File: src/rtl/arb_pkg.sv
// Shared constants, FSM encoding and helpers for the bid arbiter.
package arb_pkg;

  localparam int BID_W        = 4;
  localparam int BAL_W        = 10;
  localparam int N_DEF        = 4;
  localparam int MAX_HOLD_DEF = 16;

  localparam logic [1:0] ST_IDLE  = 2'd0;
  localparam logic [1:0] ST_GRANT = 2'd1;
  localparam logic [1:0] ST_OWN   = 2'd2;
  localparam logic [1:0] ST_COOL  = 2'd3;

  typedef struct packed {
    logic             valid;
    logic [1:0]       idx;
    logic [BID_W-1:0] bid;
  } sel_t;

  // A bid must be non-zero and strictly covered by the balance.
  function automatic logic is_eligible(input logic r, input logic [BID_W-1:0] b,
                                       input logic [BAL_W-1:0] bal);
    return r && (b != {BID_W{1'b0}}) && (bal > {{(BAL_W-BID_W){1'b0}}, b});
  endfunction

  function automatic logic [N_DEF-1:0] onehot(input logic [1:0] idx);
    return {{(N_DEF-1){1'b0}}, 1'b1} << idx;
  endfunction

endpackage

File: src/rtl/bid_arbiter_if.sv
// Bidder-side bus of the bid arbiter: requests, bids, balances and award outputs.
interface bid_arbiter_if import arb_pkg::*; #(parameter int N = N_DEF);

  logic [N-1:0]       req;
  logic [BID_W*N-1:0] bid;
  logic [BAL_W*N-1:0] balance;
  logic [N-1:0]       grant;
  logic [N-1:0]       owner;
  logic [1:0]         owner_id;
  logic [BID_W-1:0]   win_bid;

  modport master (output req, bid, balance, input grant, owner, owner_id, win_bid);
  modport slave  (input req, bid, balance, output grant, owner, owner_id, win_bid);

endinterface

File: src/rtl/bid_select.sv
// Combinational winner selection: eligibility, highest bid, round-robin tie-break.
module bid_select import arb_pkg::*; #(
  parameter int N = N_DEF
) (
  input  logic [N-1:0]       req_i,
  input  logic [BID_W*N-1:0] bid_i,
  input  logic [BAL_W*N-1:0] balance_i,
  input  logic [1:0]         rr_ptr_i,
  output sel_t               sel_o
);

  logic [N-1:0]     elig_s;
  logic [BID_W-1:0] max_bid_s;

  // Eligibility mask and the highest eligible bid.
  always_comb begin
    elig_s    = '0;
    max_bid_s = '0;
    for (int i = 0; i < N; i++) begin
      elig_s[i] = is_eligible(req_i[i], bid_i[BID_W*i +: BID_W], balance_i[BAL_W*i +: BAL_W]);
      if (elig_s[i] && (bid_i[BID_W*i +: BID_W] > max_bid_s)) begin
        max_bid_s = bid_i[BID_W*i +: BID_W];
      end else begin
        max_bid_s = max_bid_s;
      end
    end
  end

  // Scan from the far end back toward rr_ptr so the nearest tied bidder is written last.
  always_comb begin
    logic [1:0] idx_s;
    idx_s = 2'd0;
    sel_o = '0;
    for (int k = N - 1; k >= 0; k--) begin
      idx_s = rr_ptr_i + 2'(k);
      if (elig_s[idx_s] && (bid_i[BID_W*idx_s +: BID_W] == max_bid_s)) begin
        sel_o.valid = 1'b1;
        sel_o.idx   = idx_s;
        sel_o.bid   = max_bid_s;
      end else begin
        sel_o = sel_o;
      end
    end
  end

endmodule

File: src/rtl/bid_arbiter.sv
// Sealed-bid arbiter: awards the bus to the highest eligible bidder for a bounded
// ownership window, followed by one cool-down cycle that advances the tie-break pointer.
module bid_arbiter import arb_pkg::*; #(
  parameter int N        = N_DEF,
  parameter int MAX_HOLD = MAX_HOLD_DEF
) (
  input logic           clk,
  input logic           rst_n,
  bid_arbiter_if.slave  bus
);

  // hold_cnt reads 0 in the GRANT cycle, so reaching MAX_HOLD-1 marks the last owned cycle.
  localparam logic [4:0] HOLD_LAST = 5'(MAX_HOLD - 1);

  logic [1:0]       state_q,    state_d;
  logic [1:0]       rr_ptr_q,   rr_ptr_d;
  logic [4:0]       hold_cnt_q, hold_cnt_d;
  logic [1:0]       owner_id_q, owner_id_d;
  logic [BID_W-1:0] win_bid_q,  win_bid_d;
  logic [N-1:0]     grant_q,    grant_d;
  logic [N-1:0]     owner_q,    owner_d;
  sel_t             sel_s;
  logic             release_s;

  bid_select #(.N(N)) u_sel (
    .req_i     (bus.req),
    .bid_i     (bus.bid),
    .balance_i (bus.balance),
    .rr_ptr_i  (rr_ptr_q),
    .sel_o     (sel_s)
  );

  assign release_s = !bus.req[owner_id_q] || (hold_cnt_q == HOLD_LAST);

  // Next-state, counter and output-register logic.
  always_comb begin
    state_d    = state_q;
    rr_ptr_d   = rr_ptr_q;
    hold_cnt_d = hold_cnt_q;
    owner_id_d = owner_id_q;
    win_bid_d  = win_bid_q;
    grant_d    = '0;
    owner_d    = '0;
    case (state_q)
      ST_IDLE: begin
        if (sel_s.valid) begin
          state_d    = ST_GRANT;
          owner_id_d = sel_s.idx;
          win_bid_d  = sel_s.bid;
          hold_cnt_d = 5'd0;
          grant_d    = onehot(sel_s.idx);
          owner_d    = onehot(sel_s.idx);
        end else begin
          hold_cnt_d = 5'd0;
        end
      end
      ST_GRANT, ST_OWN: begin
        if (release_s) begin
          state_d    = ST_COOL;
          hold_cnt_d = 5'd0;
        end else begin
          state_d    = ST_OWN;
          hold_cnt_d = hold_cnt_q + 5'd1;
          owner_d    = onehot(owner_id_q);
        end
      end
      ST_COOL: begin
        state_d  = ST_IDLE;
        rr_ptr_d = owner_id_q + 2'd1;
      end
      default: begin
        state_d    = ST_IDLE;
        hold_cnt_d = 5'd0;
      end
    endcase
  end

  // State registers with synchronous active-low reset.
  always_ff @(posedge clk) begin
    if (!rst_n) begin
      state_q    <= ST_IDLE;
      rr_ptr_q   <= 2'd0;
      hold_cnt_q <= 5'd0;
      owner_id_q <= 2'd0;
      win_bid_q  <= '0;
      grant_q    <= '0;
      owner_q    <= '0;
    end else begin
      state_q    <= state_d;
      rr_ptr_q   <= rr_ptr_d;
      hold_cnt_q <= hold_cnt_d;
      owner_id_q <= owner_id_d;
      win_bid_q  <= win_bid_d;
      grant_q    <= grant_d;
      owner_q    <= owner_d;
    end
  end

  assign bus.grant    = grant_q;
  assign bus.owner    = owner_q;
  assign bus.owner_id = owner_id_q;
  assign bus.win_bid  = win_bid_q;

endmodule

File: src/flat_wrapper.sv
// flat-port wrapper written by rule: the top's interface ports become plain ports
module bid_arbiter_flat import arb_pkg::*;
#(
  parameter int N        = N_DEF,
  parameter int MAX_HOLD = MAX_HOLD_DEF
)
  (clk, rst_n, bus_req, bus_bid, bus_balance, bus_grant, bus_owner, bus_owner_id, bus_win_bid);
  bid_arbiter_if #(.N(N)) bus_i ();
  input logic clk;
  input logic rst_n;
  input wire logic [$bits(bus_i.req)-1:0] bus_req;
  input wire logic [$bits(bus_i.bid)-1:0] bus_bid;
  input wire logic [$bits(bus_i.balance)-1:0] bus_balance;
  output wire logic [$bits(bus_i.grant)-1:0] bus_grant;
  output wire logic [$bits(bus_i.owner)-1:0] bus_owner;
  output wire logic [$bits(bus_i.owner_id)-1:0] bus_owner_id;
  output wire logic [$bits(bus_i.win_bid)-1:0] bus_win_bid;
  assign bus_i.req = bus_req;
  assign bus_i.bid = bus_bid;
  assign bus_i.balance = bus_balance;
  assign bus_grant = bus_i.grant;
  assign bus_owner = bus_i.owner;
  assign bus_owner_id = bus_i.owner_id;
  assign bus_win_bid = bus_i.win_bid;
  bid_arbiter #(.N(N), .MAX_HOLD(MAX_HOLD)) u_core (.clk(clk), .rst_n(rst_n), .bus(bus_i));
endmodule
File: config.mk
export PLATFORM = sky130hd
export DESIGN_NAME = bid_arbiter_flat
export DESIGN_NICKNAME = d
export VERILOG_FILES = /design/src/rtl/arb_pkg.sv /design/src/rtl/bid_arbiter_if.sv /design/src/rtl/bid_select.sv /design/src/rtl/bid_arbiter.sv /design/src/flat_wrapper.sv
export SDC_FILE = /design/constraint.sdc
export NUM_CORES = 1
export LEC_CHECK = 0
export CAP_MARGIN = 15
export CELL_PAD_IN_SITES_DETAIL_PLACEMENT = 0
export CELL_PAD_IN_SITES_GLOBAL_PLACEMENT = 1
export CORE_AREA = 2 2 101 103
export DETAILED_ROUTE_END_ITERATION = 6
export DIE_AREA = 0 0 103 105
export PLACE_DENSITY = 0.76
export RECOVER_POWER = 100
export SLEW_MARGIN = 15
export SYNTH_ARGS = -nofsm -noshare
export SYNTH_HDL_FRONTEND = slang
export SYNTH_SLANG_ARGS = --single-unit
File: constraint.sdc
create_clock -name clk -period 7.4 [get_ports clk]
set_clock_uncertainty 0.2 [all_clocks]
set_input_delay 1.11 -clock clk [delete_from_list [all_inputs] [get_ports clk]]
set_output_delay 1.11 -clock clk [all_outputs]
set_load 0.02 [all_outputs]
---- Yosys cells after proc, flatten, opt, wreduce, memory -nomap -nowiden ----
Index checks and enable logic that the tools add are counted.
operators by class
  $add $sub $neg .......................... 5
  order comparisons ....................... 13
  equal/unequal tests ..................... 9
  shifts and indexed selects .............. 6
  multiplexer cells ....................... 26
  reductions and logical operators ........ 27
operators with widths
  cell                   number
  $shiftx A16 B5 Y4      4
  $gt A10 B4 Y1          4
  $mux W7                4
  $mux W4                6
  $eq A4 B4 Y1           4
  $logic_and A1 B1 Y1    16
  $reduce_bool A4 Y1     4
  $lt A2 B3 Y1 const B   5
  $gt A4 B4 Y1           3
  $bmux W1 S2            5
  $pmux W5 S2            1
  $pmux W4 S2            1
  $shl A1 B2 Y4 const A  2
  $mux W1                6
  $pmux W2 S3            1
  $add A5 B1 Y5 const B  1
  $eq A5 B4 Y1 const B   1
  $mux W5                1
  $add A2 B1 Y2 const B  2
  $add A2 B2 Y2 const B  2
  $eq A2 B2 Y1 const B   2
  $gt A4 B1 Y1 const B   1
  $reduce_and A2 Y1      2
  $eq A2 B1 Y1 const B   1
  other kinds (7)        7
storage, ports and cells
  register bits ........................... 23
  input bits .............................. 62
  output and inout port bits .............. 14
  word-level logic and storage cells ...... 93

---- Depth between registers and ports, before layout ----
Gate-level depths: netlist (run 1).
  depth after elaboration ................. 23
  depth in mapped cells ................... 40
  mapped depth without buffers ............ 38

---- By module ----
From an unflattened synthesis (run 1), not the netlist that was laid out.
unflattened totals
  cells, all modules ...................... 395
  area total of the unflattened synthesis .. 3,191.8 um^2
modules (own cells, without submodules)
  module       times used  cells each  area each (um^2)  seq. area each (um^2)
  bid_select   1           279         2,165.8           0.0
  bid_arbiter  1           116         1,026.0           460.4

---- Worst setup path before layout (run 1) ----
Ideal clock, no wire load.
  path kind ............................... input-to-reg
  start ................................... in bus_bid[3]
  end ..................................... reg u_core.grant_q[1], in the netlist u_core.bus.grant[1]
  setup time .............................. 61 ps
  arrival ................................. 7,398 ps
  required time ........................... 7,139 ps
  setup slack ............................. -259 ps
  stages .................................. 36
  buffers on the path ..................... 2
  path through ............................ inv_1 -> ha_1 -> and2_1 -> a32o_1 -> a21oi_1 -> nand2_1 -> ha_1 -> nor2b_2 -> o211ai_2 -> a211oi_2 -> o21a_4 -> nor2_1 -> a21oi_1 -> ha_1 -> a21o_1 -> a31oi_1 -> nor2_1 -> a21oi_1 -> or2_1 -> buf_6 -> nand2_1 -> o21ai_0 -> ha_1 -> a21oi_1 -> o21ai_0 -> o21ai_1 -> nor2_1 -> clkinv_1 -> o32ai_1 -> a31oi_2 -> xnor2_1 -> or4_4 -> and3_4 -> a222oi_1 -> buf_4 -> and4_1
between the ends
  longest elaborated chain between the ends .. 22
  elaborated cells between the ends (all ways) .. 42
  classes of those cells .................. 5 x order compare; 4 x eq/ne; 5 x shift; 17 x mux; 11 x reduce/logical
RTL lines
  element                                                                 RTL line            RTL
  start, declared                                                         flat_wrapper.sv:12  input wire logic [$bits(bus_i.bid)-1:0] bus_bid;
  parallel branches: the longest is 19 deep, another holds $gt A10 B4 Y1  --
  $mux W7 *                                                               bid_select.sv:36    if (elig_s[idx_s] && (bid_i[BID_W*idx_s +: BID_W] == max_bid_s)) begin
  $shl A1 B2 Y4                                                           arb_pkg.sv:27       return {{(N_DEF-1){1'b0}}, 1'b1} << idx;
  $mux W4 *                                                               bid_arbiter.sv:46   if (sel_s.valid) begin
  end signal, assigned                                                    bid_arbiter.sv:94   grant_q <= grant_d;
  end, declared                                                           bid_arbiter.sv:20   logic [N-1:0] grant_q, grant_d;
Mark *: on every way between the ends. The select of a mux whose other input is x is not followed.
A chain may end at the register's enable or synchronous reset.

---- Worst setup path after layout (run 1) ----
  start ................................... in bus_bid[1]
  end ..................................... reg u_core.grant_q[1], in the netlist u_core.bus.grant[1]
Same word-level chain as after synthesis.

==> parameters.txt, run 1 <==
Parameter                              Value

Placement
  RD Place Congestion    0.842
  Pre-CTS setup slack    -0.906 ns
  HPWL after detailed placement    7.01 mm
  Number of input and output port buffers inserted    75

Synthesis
  Nets in the synthesized netlist    453
  Synth async-reset ratio    0%
  Number of cells produced by synthesis    356
  Library cells used by synthesis    62
  Sequential-to-total area share from yosys stat    16.3%
  Average cell area after synthesis    7.94 um2
  Number of synthesized flops with an enable pin    0
  Synthesis-stage register bit count    23
  Total standard cell area after synthesis    0.00283 mm2
  Synthesis warning total    0
  Most used DFF post-synth    sky130_fd_sc_hd__dfxtp_1

Power
  Worst voltage drop across the vdd grid    0.0703 mV
  Cell-internal power    0.461 mW
  Sw power    0.323 mW
  Comb pwr share    70.0%
  Share of power burned in the clock network    9.9%
  Overall Power    0.783 mW
  Power density over the cells    169 mW/mm2
  Seq pwr share    20.1%
  Fraction of power spent switching nets    41.2%
  Static leakage    1.90 nW

Die
  I/O pin count    76
  Die outline area    0.0108 mm2
  Initial core utilization    29.3%
  Number of placement rows    36
  Placeable Area    0.00964 mm2
  Horizontal die dimension    103 um
  Chip Height    105 um

Cells and area
  # diodes    0
  Area delta synth->final    63.8%
  Nets    591
  Commonest non-fill, non-tap cell in the layout    sky130_fd_sc_hd__buf_4
  Final core utilization    48.1%
  Highest-count cells in the layout ignoring fill and taps    sky130_fd_sc_hd__buf_4 (63), sky130_fd_sc_hd__clkdlybuf4s50_1 (52), sky130_fd_sc_hd__ha_1 (26), sky130_fd_sc_hd__inv_1 (25), sky130_fd_sc_hd__dfxtp_1 (23)
  Layout cell share with drive strength beyond 1    31.4%

Timing
  Least-Margin Pin Slew    0.634 ns
  Highest clock rate    134 MHz
  Max-slew violation count    0
  Unrepaired setup endpoints after global routing    yes
  Hold violation count in the final report    0
  Final worst path period need    7.48 ns
  Accumulated negative setup slack    -0.490 ns
  Setup slack after layout    -0.0819 ns
  Final count of negative-setup-slack endpoints    9
  Worst slew margin relative to its limit    57.6%
  Final period utilization    101%

Route
  DRT antenna net count    0
  Number of vias per cell    5.04
  Drt drc    0
  Routed wire length    9.34 mm
  Number of vias in the routed layout    3158
  Routed length per placed instance    14.9 um
  Iteration-0 DRC Markers    155
  Router iterations before antenna repair    4

Clocking
  Source-to-sink clock delay at the later pin of the worst-skew pair    0.27 ns
  Level count of the clock H-tree    1
  TritonCTS Buffers    3
  Sink Count    23
  Clock transition time at the flip-flop clock pins of the worst setup and hold paths    0.08 ns
  Clock Tree Buf Depth    2
  Root Buffer    sky130_fd_sc_hd__clkbuf_8
  Clock tree from TritonCTS    yes

Critical path
  Worst EP arrival    7.49 ns
  Number of cells traversed by the worst register-to-register path    12
  Category of the critical setup timing path    primary input to register
  Most frequent cell on the critical path    sky130_fd_sc_hd__buf_4
  Critical Path Start Type    primary input
  Slowest cell on the critical path    sky130_fd_sc_hd__or4_4
  Sort of element at the end of the critical path    register
  CP max FO    5
  Required time at the worst-slack endpoint    7.40 ns
  Crit path largest cell delay    0.56 ns

Run status
  Violations in the final reports    negative setup slack
  Result of the run    complete, but fails checks

Global routing
  Antenna violations before repair    0
  Largest net degree at the start of global routing    32
  Number of global-route vias before repair    3201
  Total overflow reported by the global router    0
  Total routing usage reported by global routing    16.8%
  Wire length of the first global-routing pass    14.9 mm

Flow run
  MaxCap Viol Count    0

Worst hold path
  Class of the tightest hold or removal check    register to register
  Hold-critical path depth    2
[area by class of cell]
class | instances | area (um2)
Clock buffer | 4 | 45.0
Fill cell | 955 | 5010
Inverter | 33 | 133
Multi-Input combinational cell | 287 | 2520
Sequential cell | 23 | 460
Tap cell | 133 | 166
Timing Repair Buffer | 146 | 1310
[cells in the mapped netlist (all sizes together) (2+ instances only)]
master | n | area, um2
and2 | 5 | 31.3
inv | 31 | 116
o21ai | 32 | 160
mux2i | 15 | 154
nor2 | 24 | 90.1
a211oi | 2 | 32.5
nand2b | 4 | 25.0
clkbuf | 8 | 30.0
a31oi | 4 | 43.8
buf | 5 | 32.5
o32ai | 3 | 26.3
and3 | 3 | 23.8
dfxtp | 23 | 460
a21boi | 5 | 37.5
o41ai | 4 | 42.6
a21o | 3 | 22.5
o31ai | 4 | 30.0
ha | 35 | 438
a32o | 2 | 20.0
and4 | 3 | 26.3
mux4 | 5 | 120
o21a | 6 | 60.1
o211a | 3 | 30.0
a21oi | 25 | 129
nand2 | 23 | 86.3
nor4 | 8 | 56.3
nor2b | 14 | 90.1
clkinv | 2 | 7.51
xnor2 | 13 | 114
nor3b | 2 | 15.0
nand4 | 8 | 50.1
nand3 | 6 | 30.0
nor3 | 9 | 45.0
o211ai | 3 | 27.5
or4 | 3 | 26.3
[kinds of logic (layout without fill, tap and decap cells)]
family,Yosys count,count (layout),share of synthesized area (%)
AO/OA/AOI/OAI,101,101,25.1
XOR/XNOR,14,14,4.34
adder cells (fa/ha/maj),35,35,15.5
buffers and inverters,46,183,6.59
flip-flops,23,23,16.3
multiplexers,21,21,10.1
AND/OR/NAND/NOR,116,116,22.1
[metal layers]
layer | up-vias | part of all wire [%] | track usage, % | wire [um]
li1 | 1584 | - | - | -
met2 | 66 | 52 | 30.0 | 4870
met1 | 1497 | 43 | 21.8 | 4050
met3 | 11 | 3.3 | 1.67 | 309
met5 | - | 0 | 0 | 0
met4 | 0 | 1.1 | 3.01 | 106
[registers in the layout, summed over array words and instances (netlist names)]
name,cells
u_core.rr_ptr_q,2
u_core.bus.grant,4
u_core.state_q,2
u_core.hold_cnt_q,5
u_core.bus.owner,4
u_core.bus.win_bid,4
u_core.bus.owner_id,2
[critical path: cells and delay by family]
kind                     cells  cell delay (ns)
AO/OA/AOI/OAI               12             1.70
buffers and inverters       16             1.88
AND/OR/NAND/NOR              8             1.73
XOR/XNOR                     1             0.22
adder cells (fa/ha/maj)      3             0.85
[repair_timing]
action	4_1_cts	5_1_grt
pin swaps	32	41
hold buffers	0	0
hold endpoints to repair	0	0
setup endpoints to repair	16	16
resized for setup	50	53
cloned	1	0
buffers inserted	22	7
[power by group through the flow]
stage / logic, mW / clock network (mW) / registers [mW]
3_5_place_dp: 0.442 / 0 / 0.162
2_1_floorplan: 0.259 / 0 / 0.172
5_1_grt: 0.596 / 0.0843 / 0.161
4_1_cts: 0.494 / 0.0792 / 0.159
6_report: 0.548 / 0.0775 / 0.158
3_3_place_gp: 0.434 / 0 / 0.161
[final timing paths]
kind	start	slack, ns	end
hold reg to reg	u_core.state_q[1]	0.30	u_core.state_q[1]
setup reg to reg	u_core.rr_ptr_q[0]	4.26	u_core.bus.grant[1]
setup / recovery	bus_bid[1]	-0.08	u_core.bus.grant[1]
hold / removal	u_core.state_q[1]	0.30	u_core.state_q[1]
[per-stage QoR]
step | cell area (um2) | hold slack (ns) | instances
2_1_floorplan | 2910 | 0.258 | 356
3_3_place_gp | 4090 | 0.280 | 593
3_5_place_dp | 4090 | 0.296 | 593
4_1_cts | 4370 | 0.308 | 620
5_1_grt | 4630 | 0.336 | 626
6_report | 4630 | 0.302 | 626
Power figures use the tool's default switching activity.
==> run 2: changes to the inputs <==
- PLACE_DENSITY: 0.76 -> not set
- PLACE_DENSITY_LB_ADDON: not set -> 0.1
==> parameters.txt, run 2 (same netlist as run 1, synthesis figures left out) <==
Parameter                              Value

Power
  Cell-internal power    0.465 mW (+0.91%)
  Fraction of power spent switching nets    40.9% (-0.27 points)
  Static leakage    1.90 nW (+0.24%)
  Sw power    0.322 mW (-0.21%)
  Overall Power    0.787 mW (+0.45%)
  Worst voltage drop across the vdd grid    0.0711 mV (+1.1%)
  Comb pwr share    70.1% (about the same)
  Seq pwr share    20.3% (+0.2 points)
  Power density over the cells    167 mW/mm2 (-1.4%)
  Share of power burned in the clock network    9.6% (-0.3 points)

Critical path
  Sort of element at the end of the critical path    register
  Category of the critical setup timing path    primary input to register
  CP max FO    7 (+2)
  Slowest cell on the critical path    sky130_fd_sc_hd__or4_4
  Crit path largest cell delay    0.44 ns (-0.12 ns)
  Critical Path Start Type    primary input
  Worst EP arrival    7.54 ns (+0.05 ns)
  Most frequent cell on the critical path    sky130_fd_sc_hd__ha_4
  Required time at the worst-slack endpoint    7.40 ns (about the same)

Run status
  Result of the run    complete, but fails checks
  Violations in the final reports    negative setup slack

Worst hold path
  Class of the tightest hold or removal check    register to register

Clocking
  Root Buffer    sky130_fd_sc_hd__clkbuf_8
  Clock Tree Buf Depth    2 (unchanged)
  Source-to-sink clock delay at the later pin of the worst-skew pair    0.26 ns (about the same)
  Clock tree from TritonCTS    yes
  TritonCTS Buffers    3 (unchanged)
  Hold-fix buffers, CTS    0 (unchanged)
  Level count of the clock H-tree    1 (unchanged)
  Sink Count    23 (unchanged)
  Clock transition time at the flip-flop clock pins of the worst setup and hold paths    0.07 ns (about the same)

Route
  Number of vias per cell    5.02 (-0.42%)
  Router iterations before antenna repair    6 (+2)
  Number of vias in the routed layout    3185 (+0.85%)
  DRT antenna net count    0 (unchanged)
  Routed wire length    9.42 mm (+0.80%)
  Drt drc    0 (unchanged)
  Routed length per placed instance    14.9 um (-0.47%)
  Iteration-0 DRC Markers    114 (-26%)

Die
  Initial core utilization    29.3% (unchanged)
  Chip Height    105 um (unchanged)
  Horizontal die dimension    103 um (unchanged)
  Number of placement rows    36 (unchanged)
  Placeable Area    0.00964 mm2 (unchanged)
  I/O pin count    76 (unchanged)
  Die outline area    0.0108 mm2 (unchanged)

Cells and area
  Layout cell share with drive strength beyond 1    34.5% (+3.1 points)
  Number of fillers in the final layout    973 (+1.9%)
  # diodes    0 (unchanged)
  Commonest non-fill, non-tap cell in the layout    sky130_fd_sc_hd__buf_4
  Area delta synth->final    66.8%
  Post-route cell area    0.00472 mm2 (+1.8%)
  Flip-flop count of the largest register, all copies and words added    5 (unchanged)
  Highest-count cells in the layout ignoring fill and taps    sky130_fd_sc_hd__buf_4 (72), sky130_fd_sc_hd__clkdlybuf4s50_1 (66), sky130_fd_sc_hd__ha_1 (26), sky130_fd_sc_hd__inv_1 (24), sky130_fd_sc_hd__dfxtp_1 (23)
  Nets    599 (+1.4%)
  Register containing the most flip-flops in the final layout    u_core.hold_cnt_q

Timing
  Final count of negative-setup-slack endpoints    15 (+6)
  Unrepaired setup endpoints after global routing    yes
  Hold violation count in the final report    0 (unchanged)
  Hold Slack    0.294 ns (-0.00803 ns)
  Worst slew margin relative to its limit    38.4% (-19 points)
  Final period utilization    102% (+0.75 points)
  Setup slack after layout    -0.138 ns (-0.0558 ns)
  Max-slew violation count    0 (unchanged)
  Final worst path period need    7.54 ns (+0.0558 ns)
  Highest clock rate    133 MHz (-0.74%)
  Least-Margin Pin Slew    0.922 ns (+0.288 ns)
  Accumulated negative setup slack    -1.13 ns (-0.639 ns)

Global routing
  Total routing usage reported by global routing    17.4% (+0.60 points)
  Antenna violations before repair    0 (unchanged)
  Number of global-route vias before repair    3145 (-1.7%)
  Wire length of the first global-routing pass    15.1 mm (+1.7%)
  Total overflow reported by the global router    0 (unchanged)
  Largest net degree at the start of global routing    31 (-3.1%)

Placement
  RD Place Congestion    0.839 (-0.44%)
  Cell area reported after detailed placement    0.00415 mm2 (+1.3%)
  Number of input and output port buffers inserted    75 (unchanged)
  HPWL after detailed placement    7.22 mm (+2.9%)

Flow run
  MaxCap Viol Count    0 (unchanged)
## run 2: cell count changes in the layout (fill, tap and decap cells not counted), moves of 3 or more
cell / previous run / this run
sky130_fd_sc_hd__dlygate4sd3_1: 15 / 0
sky130_fd_sc_hd__clkdlybuf4s50_1: 52 / 66
sky130_fd_sc_hd__buf_4: 63 / 72
sky130_fd_sc_hd__nor2_1: 22 / 19
## run 2: layout make-up
cell class | instances | area (um2) | area share [%]
Sequential cell | 23 | 460 | 9.76
Tap cell | 133 | 166 | 3.53
Timing Repair Buffer | 153 | 1360 | 28.9
Multi-Input combinational cell | 288 | 2550 | 54.1
Clock buffer | 4 | 45.0 | 0.955
Inverter | 33 | 133 | 2.81
## run 2: path summary, 6_finish.rpt
path	from	to	slack [ns]	cells after the start
worst max-delay path	bus_bid[3]	u_core.bus.grant[1]	-0.14	40
worst min-delay path	u_core.state_q[1]	u_core.state_q[1]	0.29	2
worst max register to register	u_core.rr_ptr_q[1]	u_core.bus.grant[1]	3.97	7
worst min register to register	u_core.state_q[1]	u_core.state_q[1]	0.29	2
## run 2: timing repair
item	CTS	global route
gates resized for setup	77	37
buffers inserted	19	10
hold endpoints to repair	0	0
pin swaps	40	25
endpoints found under the setup margin	16	16
cloned	1	1
## run 2: critical path: cells and delay by family
family / cells / cell delay [ns]
AOI/OAI and AO/OA: 16 / 2.49
and+or+nand+nor: 11 / 1.90
adders and majority gates: 4 / 1.02
buffers and inverters: 7 / 0.69
muxes: 1 / 0.26
xor gates and xnor gates: 1 / 0.06
## run 2: routing by layer
metal	part of all wire [%]	vias to the layer above	wire length [um]	global-route usage, %
li1	-	1606	-	-
met1	46	1481	4320	23.9
met2	47	86	4420	28.8
met3	5.8	12	543	3.01
met4	1.4	0	133	2.63
met5	0	-	0	0
## run 2: power by group through the flow
stage | Combinational [mW] | Sequential [mW] | Clock, mW
5_1_grt | 0.604 | 0.163 | 0.0851
4_1_cts | 0.502 | 0.160 | 0.0792
3_5_place_dp | 0.447 | 0.163 | 0
6_report | 0.551 | 0.160 | 0.0756
2_1_floorplan | 0.259 | 0.172 | 0
3_3_place_gp | 0.445 | 0.163 | 0
## run 2: stage by stage
step                std cells  utilization [%]  setup WS [ns]
floorplan                 356                -        0.00205
global placement          602             43.0         -0.851
detailed placement        602             43.0         -0.990
CTS                       625             46.7        -0.0166
global route              634             48.9         -0.511
finish                    634             48.9         -0.138
